**config.mk**
```make
export PLATFORM = sky130hd
export DESIGN_NAME = color_xform_sched_flat
export DESIGN_NICKNAME = d
export VERILOG_FILES = /design/src/rtl/color_xform_sched_if.sv /design/src/rtl/color_xform_sched.sv /design/src/flat_wrapper.sv
export SDC_FILE = /design/constraint.sdc
export NUM_CORES = 1
export LEC_CHECK = 0
export BUFFER_PORTS_ARGS = -buffer_cell sky130_fd_sc_hd__buf_2
export CORE_MARGIN = 3
export CORE_UTILIZATION = 40
export DETAILED_ROUTE_END_ITERATION = 8
export GPL_TIMING_DRIVEN = 0
export PLACE_DENSITY = 0.7
export SLEW_MARGIN = 30
export SYNTH_ARGS = -nofsm -noshare
export SYNTH_HDL_FRONTEND = slang
export SYNTH_SLANG_ARGS = --single-unit
```
**constraint.sdc**
```tcl
create_clock -name clk_25 -period 2.55 [get_ports clk_25]
set_input_delay 0.3825 -clock clk_25 [delete_from_list [all_inputs] [get_ports clk_25]]
set_output_delay 0.3825 -clock clk_25 [all_outputs]
set_load 0.005 [all_outputs]
```
**src/rtl/color_xform_sched_if.sv**
```systemverilog
// color_xform_sched_if: bus bundle between the scheduler, its two show-ahead
// source FIFOs, the colour transform and the downstream write FIFO.
//   a_* / b_*   : source FIFO flags, pop strobes and show-ahead pixel data
//   xf_*        : issue pulse and latched pixel to the transform
//   xf_*_i      : transform completion level and result pixel
//   out_*       : downstream FIFO full flag, push strobe and tagged result
// master = scheduler side, slave = surrounding FIFOs/transform side.
interface color_xform_sched_if;
    logic        a_empty;
    logic        a_rdreq;
    logic [9:0]  a_x;
    logic [9:0]  a_y;
    logic [23:0] a_rgb;
    logic        b_empty;
    logic        b_rdreq;
    logic [9:0]  b_x;
    logic [9:0]  b_y;
    logic [23:0] b_rgb;
    logic        xf_valid;
    logic [9:0]  xf_x;
    logic [9:0]  xf_y;
    logic [23:0] xf_rgb;
    logic        xf_wrreq;
    logic [9:0]  xf_x_i;
    logic [9:0]  xf_y_i;
    logic [23:0] xf_rgb_i;
    logic        out_full;
    logic        out_wrreq;
    logic        out_src;
    logic [9:0]  out_x;
    logic [9:0]  out_y;
    logic [23:0] out_rgb;

    modport master (
        input  a_empty, a_x, a_y, a_rgb, b_empty, b_x, b_y, b_rgb,
               xf_wrreq, xf_x_i, xf_y_i, xf_rgb_i, out_full,
        output a_rdreq, b_rdreq, xf_valid, xf_x, xf_y, xf_rgb,
               out_wrreq, out_src, out_x, out_y, out_rgb
    );

    modport slave (
        output a_empty, a_x, a_y, a_rgb, b_empty, b_x, b_y, b_rgb,
               xf_wrreq, xf_x_i, xf_y_i, xf_rgb_i, out_full,
        input  a_rdreq, b_rdreq, xf_valid, xf_x, xf_y, xf_rgb,
               out_wrreq, out_src, out_x, out_y, out_rgb
    );
endinterface

```
**src/rtl/color_xform_sched.sv**
```systemverilog
// color_xform_sched: round-robin scheduler sharing one colour transform
// between pixel sources A and B, one pixel in flight at a time.
//   clk_25      : system clock, rising edge
//   reset       : asynchronous active-low reset
//   enable      : gates new grants only
//   bus         : source, transform and output FIFO signals (master side)
//   busy        : high whenever not IDLE
//   timeout_err : sticky, set when the transform never completes
//   cnt_a/cnt_b : wrapping count of results pushed per source
module color_xform_sched #(
    parameter logic [7:0] TIMEOUT = 8'd16
) (
    input  logic                       clk_25,
    input  logic                       reset,
    input  logic                       enable,
    color_xform_sched_if.master        bus,
    output logic                       busy,
    output logic                       timeout_err,
    output logic [15:0]                cnt_a,
    output logic [15:0]                cnt_b
);
    typedef enum logic [1:0] {IDLE, ISSUE, BUSY, OUT} state_t;

    state_t      state;
    state_t      state_nx;
    logic        last_b;
    logic        owner;
    logic        xf_wrreq_d;
    logic [7:0]  tmo_cnt;
    logic        cand_a;
    logic        cand_b;
    logic        grant_a;
    logic        grant_b;
    logic        done_edge;
    logic        tmo_hit;

    // reset gates the candidates so the pop strobes read 0 while reset is held
    assign cand_a    = reset && enable && state == IDLE && !bus.a_empty;
    assign cand_b    = reset && enable && state == IDLE && !bus.b_empty;
    assign grant_a   = cand_a && (!cand_b || last_b);
    assign grant_b   = cand_b && (!cand_a || !last_b);
    assign done_edge = bus.xf_wrreq && !xf_wrreq_d;
    assign tmo_hit   = tmo_cnt == TIMEOUT - 8'd1;

    always_comb begin
        state_nx      = state;
        bus.a_rdreq   = grant_a;
        bus.b_rdreq   = grant_b;
        bus.xf_valid  = state == ISSUE;
        bus.out_wrreq = state == OUT && !bus.out_full;
        busy          = state != IDLE;
        case (state)
            IDLE:    state_nx = (grant_a || grant_b) ? ISSUE : IDLE;
            ISSUE:   state_nx = BUSY;
            BUSY:    state_nx = done_edge ? OUT : (tmo_hit ? IDLE : BUSY);
            default: state_nx = bus.out_full ? OUT : IDLE;
        endcase
    end

    always_ff @(posedge clk_25 or negedge reset) begin
        if (!reset) begin
            state       <= IDLE;
            last_b      <= 1'b1;
            owner       <= 1'b0;
            xf_wrreq_d  <= 1'b0;
            tmo_cnt     <= 8'd0;
            timeout_err <= 1'b0;
            cnt_a       <= 16'd0;
            cnt_b       <= 16'd0;
            bus.xf_x    <= 10'd0;
            bus.xf_y    <= 10'd0;
            bus.xf_rgb  <= 24'd0;
            bus.out_src <= 1'b0;
            bus.out_x   <= 10'd0;
            bus.out_y   <= 10'd0;
            bus.out_rgb <= 24'd0;
        end else begin
            state      <= state_nx;
            xf_wrreq_d <= bus.xf_wrreq;
            if (grant_a || grant_b) begin
                bus.xf_x   <= grant_b ? bus.b_x : bus.a_x;
                bus.xf_y   <= grant_b ? bus.b_y : bus.a_y;
                bus.xf_rgb <= grant_b ? bus.b_rgb : bus.a_rgb;
                owner      <= grant_b;
                last_b     <= grant_b;
            end
            if (state == ISSUE)
                tmo_cnt <= 8'd0;
            // a completion edge takes priority over a timeout in the same cycle
            if (state == BUSY && done_edge) begin
                bus.out_x   <= bus.xf_x_i;
                bus.out_y   <= bus.xf_y_i;
                bus.out_rgb <= bus.xf_rgb_i;
                bus.out_src <= owner;
            end
            if (state == BUSY && !done_edge) begin
                tmo_cnt <= tmo_cnt + 8'd1;
                if (tmo_hit)
                    timeout_err <= 1'b1;
            end
            if (bus.out_wrreq && !owner)
                cnt_a <= cnt_a + 16'd1;
            if (bus.out_wrreq && owner)
                cnt_b <= cnt_b + 16'd1;
        end
    end
endmodule
```
**src/flat_wrapper.sv**
```systemverilog
// flat-port wrapper written by rule: the top's interface ports become plain ports
module color_xform_sched_flat 
#(
    parameter logic [7:0] TIMEOUT = 8'd16
)
  (clk_25, reset, enable, busy, timeout_err, cnt_a, cnt_b, bus_a_empty, bus_a_x, bus_a_y, bus_a_rgb, bus_b_empty, bus_b_x, bus_b_y, bus_b_rgb, bus_xf_wrreq, bus_xf_x_i, bus_xf_y_i, bus_xf_rgb_i, bus_out_full, bus_a_rdreq, bus_b_rdreq, bus_xf_valid, bus_xf_x, bus_xf_y, bus_xf_rgb, bus_out_wrreq, bus_out_src, bus_out_x, bus_out_y, bus_out_rgb);
  color_xform_sched_if bus_i ();
  input  logic clk_25;
  input  logic reset;
  input  logic enable;
  output logic busy;
  output logic timeout_err;
  output logic [15:0] cnt_a;
  output logic [15:0] cnt_b;
  input wire logic [$bits(bus_i.a_empty)-1:0] bus_a_empty;
  input wire logic [$bits(bus_i.a_x)-1:0] bus_a_x;
  input wire logic [$bits(bus_i.a_y)-1:0] bus_a_y;
  input wire logic [$bits(bus_i.a_rgb)-1:0] bus_a_rgb;
  input wire logic [$bits(bus_i.b_empty)-1:0] bus_b_empty;
  input wire logic [$bits(bus_i.b_x)-1:0] bus_b_x;
  input wire logic [$bits(bus_i.b_y)-1:0] bus_b_y;
  input wire logic [$bits(bus_i.b_rgb)-1:0] bus_b_rgb;
  input wire logic [$bits(bus_i.xf_wrreq)-1:0] bus_xf_wrreq;
  input wire logic [$bits(bus_i.xf_x_i)-1:0] bus_xf_x_i;
  input wire logic [$bits(bus_i.xf_y_i)-1:0] bus_xf_y_i;
  input wire logic [$bits(bus_i.xf_rgb_i)-1:0] bus_xf_rgb_i;
  input wire logic [$bits(bus_i.out_full)-1:0] bus_out_full;
  output wire logic [$bits(bus_i.a_rdreq)-1:0] bus_a_rdreq;
  output wire logic [$bits(bus_i.b_rdreq)-1:0] bus_b_rdreq;
  output wire logic [$bits(bus_i.xf_valid)-1:0] bus_xf_valid;
  output wire logic [$bits(bus_i.xf_x)-1:0] bus_xf_x;
  output wire logic [$bits(bus_i.xf_y)-1:0] bus_xf_y;
  output wire logic [$bits(bus_i.xf_rgb)-1:0] bus_xf_rgb;
  output wire logic [$bits(bus_i.out_wrreq)-1:0] bus_out_wrreq;
  output wire logic [$bits(bus_i.out_src)-1:0] bus_out_src;
  output wire logic [$bits(bus_i.out_x)-1:0] bus_out_x;
  output wire logic [$bits(bus_i.out_y)-1:0] bus_out_y;
  output wire logic [$bits(bus_i.out_rgb)-1:0] bus_out_rgb;
  assign bus_i.a_empty = bus_a_empty;
  assign bus_i.a_x = bus_a_x;
  assign bus_i.a_y = bus_a_y;
  assign bus_i.a_rgb = bus_a_rgb;
  assign bus_i.b_empty = bus_b_empty;
  assign bus_i.b_x = bus_b_x;
  assign bus_i.b_y = bus_b_y;
  assign bus_i.b_rgb = bus_b_rgb;
  assign bus_i.xf_wrreq = bus_xf_wrreq;
  assign bus_i.xf_x_i = bus_xf_x_i;
  assign bus_i.xf_y_i = bus_xf_y_i;
  assign bus_i.xf_rgb_i = bus_xf_rgb_i;
  assign bus_i.out_full = bus_out_full;
  assign bus_a_rdreq = bus_i.a_rdreq;
  assign bus_b_rdreq = bus_i.b_rdreq;
  assign bus_xf_valid = bus_i.xf_valid;
  assign bus_xf_x = bus_i.xf_x;
  assign bus_xf_y = bus_i.xf_y;
  assign bus_xf_rgb = bus_i.xf_rgb;
  assign bus_out_wrreq = bus_i.out_wrreq;
  assign bus_out_src = bus_i.out_src;
  assign bus_out_x = bus_i.out_x;
  assign bus_out_y = bus_i.out_y;
  assign bus_out_rgb = bus_i.out_rgb;
  color_xform_sched #(.TIMEOUT(TIMEOUT)) u_core (.clk_25(clk_25), .reset(reset), .enable(enable), .bus(bus_i), .busy(busy), .timeout_err(timeout_err), .cnt_a(cnt_a), .cnt_b(cnt_b));
endmodule
```
# Word level (Yosys, flattened, before mapping)
# Cells that the tools add are included.
# op_classes
add_sub_neg,3
eq_ne,4
mux,10
reduce_logical,28
# op_table
operator,n
"adder 16 x 1 -> 16 bit, second input constant",2
two-way mux 24 bit,1
two-way mux 10 bit,2
two-way mux 8 bit,2
logical AND 1 bit,12
logical NOT 1 bit,9
"adder 8 x 1 -> 8 bit, second input constant",1
"== test 8 x 4 -> 1 bit, second input constant",1
two-way mux 2 bit,3
one-hot mux 2 bit (3 select lines),1
"== test 2 bit, second input constant",2
nonzero test 2 bit,2
logical OR 1 bit,3
"== test 2 x 1 -> 1 bit, second input constant",1
logical NOT 2 bit,1
AND reduction 2 bit,1
two-way mux 1 bit,1
# word_totals
ff_bits,135
input_bits,139
out_inout_bits,127
word_cells,60

# Logic depth before layout (Yosys ltp)
# logic_depth
ltp_word,9
ltp_mapped,7
mapped_depth_nobuf,5

# Least setup slack after synthesis
# OpenSTA, ideal clock, no wires.
# synth_timing
path_type,register to output
start,register u_core.state[0]
end,output bus_b_rdreq
arrival_time_ns,1.365
required_ns,2.168
setup_slack_ns,0.803
path_stages_with_launch,6
n_path_buf,2
cell_sequence,dfrtp_1 > nand4bb_4 > or3_1 > buf_6 > inv_12 > buf_8
# synth_via
elab_chain_len,6
# synth_rtl
item,line_no,rtl
start: declaration,color_xform_sched.sv:24,state_t state;
start signal: assignment,color_xform_sched.sv:78,state <= state_nx;
logical NOT 2 bit *,"color_xform_sched.sv:38, color_xform_sched.sv:39",
logical AND 1 bit *,"color_xform_sched.sv:38, color_xform_sched.sv:39",
logical AND 1 bit,color_xform_sched.sv:38,assign cand_a = reset && enable && state == IDLE && !bus.a_empty;
logical NOT 1 bit,color_xform_sched.sv:41,assign grant_b = cand_b && (!cand_a || !last_b);
logical OR 1 bit,color_xform_sched.sv:41,
logical AND 1 bit *,color_xform_sched.sv:41,
end: declaration,flat_wrapper.sv:29,output wire logic [$bits(bus_i.b_rdreq)-1:0] bus_b_rdreq;
# Mark *: on every way between the ends. The rest lies on a longest branch, timed or not.

# Worst setup path in the final report
# layout_timing
start,input reset
end,output bus_b_rdreq
# layout_via
elab_chain_len,6
# layout_rtl
item,line_no,rtl
start: declaration,flat_wrapper.sv:9,input logic reset;
logical AND 1 bit * (2 in series),"color_xform_sched.sv:38, color_xform_sched.sv:39",
logical AND 1 bit,color_xform_sched.sv:38,
logical NOT 1 bit,color_xform_sched.sv:41,
logical OR 1 bit,color_xform_sched.sv:41,
logical AND 1 bit *,color_xform_sched.sv:41,
# Marks and branches as above.

==> flow_metrics.tcl <==
set metrics [dict create \
    tightest_slew_ns 0.525 \
    synth_most_common_cell "dfrtp_1" \
    area_growth_pct 38.2 \
    seqCellArea_sq_um 3380 \
    dp.cells 977 \
    pwr-share-comb_pct 28.8 \
    holdWs_ns 0.106 \
    finalNonFillerCells 1012 \
    min_path_cells 1 \
    hpwl_um 11700 \
    start_kind "primary input" \
    fin_skew_ns 0.00728 \
    syn-num-nets 673 \
    portBuffers 265 \
    totalWireLength_um 15600 \
    antenna_found_initial 0 \
    clkSinkCount 135 \
    clockRootBuffer "clkbuf_16" \
    synthTopCellsByCount "134 x dfrtp_1, 110 x nand2_1, 54 x nor2_1" \
    powerDensity_nw_per_um2 1040 \
    seqPwrFrac_pct 42.7 \
    multi_input_area_sq_um 2230 \
    track_usage_pct 19.6 \
    met2WireLength_um 7610 \
    cp.depth 8 \
    clockBufferDepth 2 \
    ys_seq_area_share_pct 58.2 \
    routed_via_density 4.89 \
    wl_met1_um 6400 \
    worstPathArrival_ns 2.12 \
    synth_edf_count 0 \
    maxUsedRoutingLayer "met4" \
    reg2reg_depth 5 \
    nNetsFinal 962 \
    p_sw_share_pct 30.1 \
    layout_worst_path_cycle_share_pct 97.9 \
    post_cts_resize_count 0 \
    synthTopCellsByArea "dfrtp_1 58%, mux2_2 8.5%, nand2_1 7.1%" \
    synth.avg_cell_area_sq_um 10.9 \
    initial_core_util_pct 41.3 \
    synth_flop_cell "dfrtp_1" \
    slowest_delay_ns 0.57 \
    drtPass1Iterations 4 \
    power.total_mw 8.35 \
    num_rows 43 \
    antennaDiodeCount 0 \
    slowest_stage "dlygate4sd3_1" \
    initialDrtViolationCount 149 \
    drive_gt1_share_pct 43.3 \
    synth-seq-cells 135 \
    htreeDepth 4 \
    final_hold_viol_count 0 \
    critPathCaptureType "output port" \
    cp_num_buf_inv 6 \
    synth.largest_area_cell "dfrtp_1" \
    wl_per_cell_um 15.4 \
    synth_top_area_share_pct 57.8 \
    clk_pin_slew_ns 0.05 \
    crit_chain "dlygate4sd3_1 > buf_8 > nand4bb_4 > or3_1 > buf_6 > inv_12 > buf_8 > buf_2" \
    cts_made_buffers 17 \
    min_period_ns 2.50 \
    rsz0062_at_grt "no" \
    pwr-share-clk_pct 28.5 \
    grt_pass1_wl_um 25000 \
    setup_violations 0 \
    die-height_um 126 \
    final_util_pct 57.1 \
    drt.antenna.violating_nets 0 \
    ios 266 \
    final_area_sq_um 8020 \
    synthArstFlopShare_pct 100 \
    globalRouteOverflowTotal 0 \
    internal_power_mw 5.83 \
    cpMostUsedCell "buf_8" \
    die_area_sq_um 16000 \
    cellLeakagePower_nw 4.04 \
    synth_cells 531 \
    num_vias 4944 \
    clk_latency_ns 0.41 \
    slew_headroom_pct 65.0 \
    synth_cell_types 42 \
    p_sw_mw 2.51 \
    fmax_mhz 400 \
    final_max_slew_viol_count 0 \
    die_w_um 126 \
    worstPathMaxFanout 10 \
    cp_top_family "buffers and inverters" \
    syn_area_sq_um 5800 \
    placed_area_sq_um 7390 \
    drv_cap 0 \
    holdCritPathClass "primary input to flip-flop" \
    nFillCells 1232 \
    worstSetupPathType "primary input to output port" \
    grt_max_degree 71 \
    vdd_drop_max_v 0.000432 \
    grt_pass1_vias 4967 \
    core_area_sq_um 14000 \
    yosysWarnings 0 \
    crit_required_ns 2.17 \
    drc 0 \
    wl_met3_um 1310 \
    cts_tree "built" \
    place.gp.congestion 0.803 \
    status "finished clean" \
]
==> registers in the layout (all words and copies together) (netlist names) <==
| name | count |
|---|---|
| u_core.timeout_err | 1 |
| u_core.bus.out_rgb | 24 |
| u_core.tmo_cnt | 8 |
| u_core.bus.xf_x | 10 |
| u_core.bus.xf_y | 10 |
| u_core.last_b | 1 |
| u_core.bus.xf_rgb | 24 |
| u_core.xf_wrreq_d | 1 |
| u_core.cnt_a | 16 |
| u_core.state | 2 |
| u_core.cnt_b | 16 |
| u_core.owner | 1 |
| u_core.bus.out_x | 10 |
| u_core.bus.out_src | 1 |
| u_core.bus.out_y | 10 |
==> per-layer routing <==
metal / GRT usage, % / up-vias
li1: - / 2398
met1: 24.0 / 2322
met2: 32.8 / 207
met3: 6.02 / 17
met4: 7.51 / 0
met5: 0 / -
==> power by group through the flow <==
| stage | Sequential [mW] | Clock, mW | Combinational [mW] |
|---|---|---|---|
| 2_1_floorplan | 3.60 | 0 | 1.12 |
| 3_3_place_gp | 3.55 | 0 | 2.40 |
| 3_5_place_dp | 3.59 | 0 | 2.45 |
| 4_1_cts | 3.57 | 2.42 | 2.46 |
| 5_1_grt | 3.69 | 2.51 | 2.68 |
| 6_report | 3.56 | 2.38 | 2.41 |
==> layout make-up <==
type	instances	share of cell area, %
Tap cell	180	2.81
Timing Repair Buffer	270	17.7
Clock inverter	8	1.22
Buffer	25	1.93
Inverter	6	0.437
Sequential cell	135	42.1
Clock buffer	23	5.96
Multi-Input combinational cell	365	27.9
==> cell usage in the layout (no fill, tap or decap), types with 3 or more instances in the layout <==
master / count
buf_2: 270
dfrtp_1: 134
nand2_1: 110
nor2_1: 54
a31oi_1: 45
mux2_2: 44
xnor2_1: 18
clkbuf_16: 17
clkbuf_1: 13
nand3_1: 13
xor2_1: 12
nand4_1: 10
nor3_1: 9
nand2b_1: 5
inv_1: 5
buf_8: 5
nor4_1: 5
mux2i_1: 5
and3_1: 5
nor2b_1: 3
buf_1: 3
o21ai_0: 3
and4_1: 3
ha_1: 3
clkinv_2: 3
clkbuf_8: 3
clkinvlp_4: 3
==> through the flow <==
step,setup TNS [ns],setup slack [ns]
after global routing,0,0.000777
after detailed placement,0,0.0890
final,0,0.0523
after CTS,0,0.0224
after global placement,-190.73,-1.91
after floorplan,0,0.803
==> final timing paths <==
check	startpoint	endpoint	slack, ns
max in group asynchronous	reset	u_core.last_b	1.53
worst max register to register	u_core.state[0]	u_core.bus.xf_rgb[16]	0.45
worst min register to register	u_core.timeout_err	u_core.timeout_err	0.46
min in group asynchronous	reset	u_core.cnt_b[15]	0.66
worst min-delay path	bus_xf_wrreq	u_core.xf_wrreq_d	0.11
worst max-delay path	reset	bus_b_rdreq	0.05
==> cells by family (layout without fill, tap and decap cells) <==
kind of cell | after synthesis | after routing | synth area share (%)
simple gates | 225 | 225 | 17.4
flops | 135 | 135 | 58.2
compound gates | 56 | 56 | 6.12
mux | 51 | 51 | 9.79
buf+inv | 31 | 332 | 3.28
xor+xnor | 30 | 30 | 4.53
fa+ha+maj | 3 | 3 | 0.647
==> timing repair <==
| item | in CTS | in global routing |
|---|---|---|
| setup endpoints to repair | 0 | 1 |
| hold buffers | 2 | 0 |
| setup buffers | 0 | 2 |
| endpoints found under the hold margin | 65 | 0 |
Power figures use the tool's default switching activity.
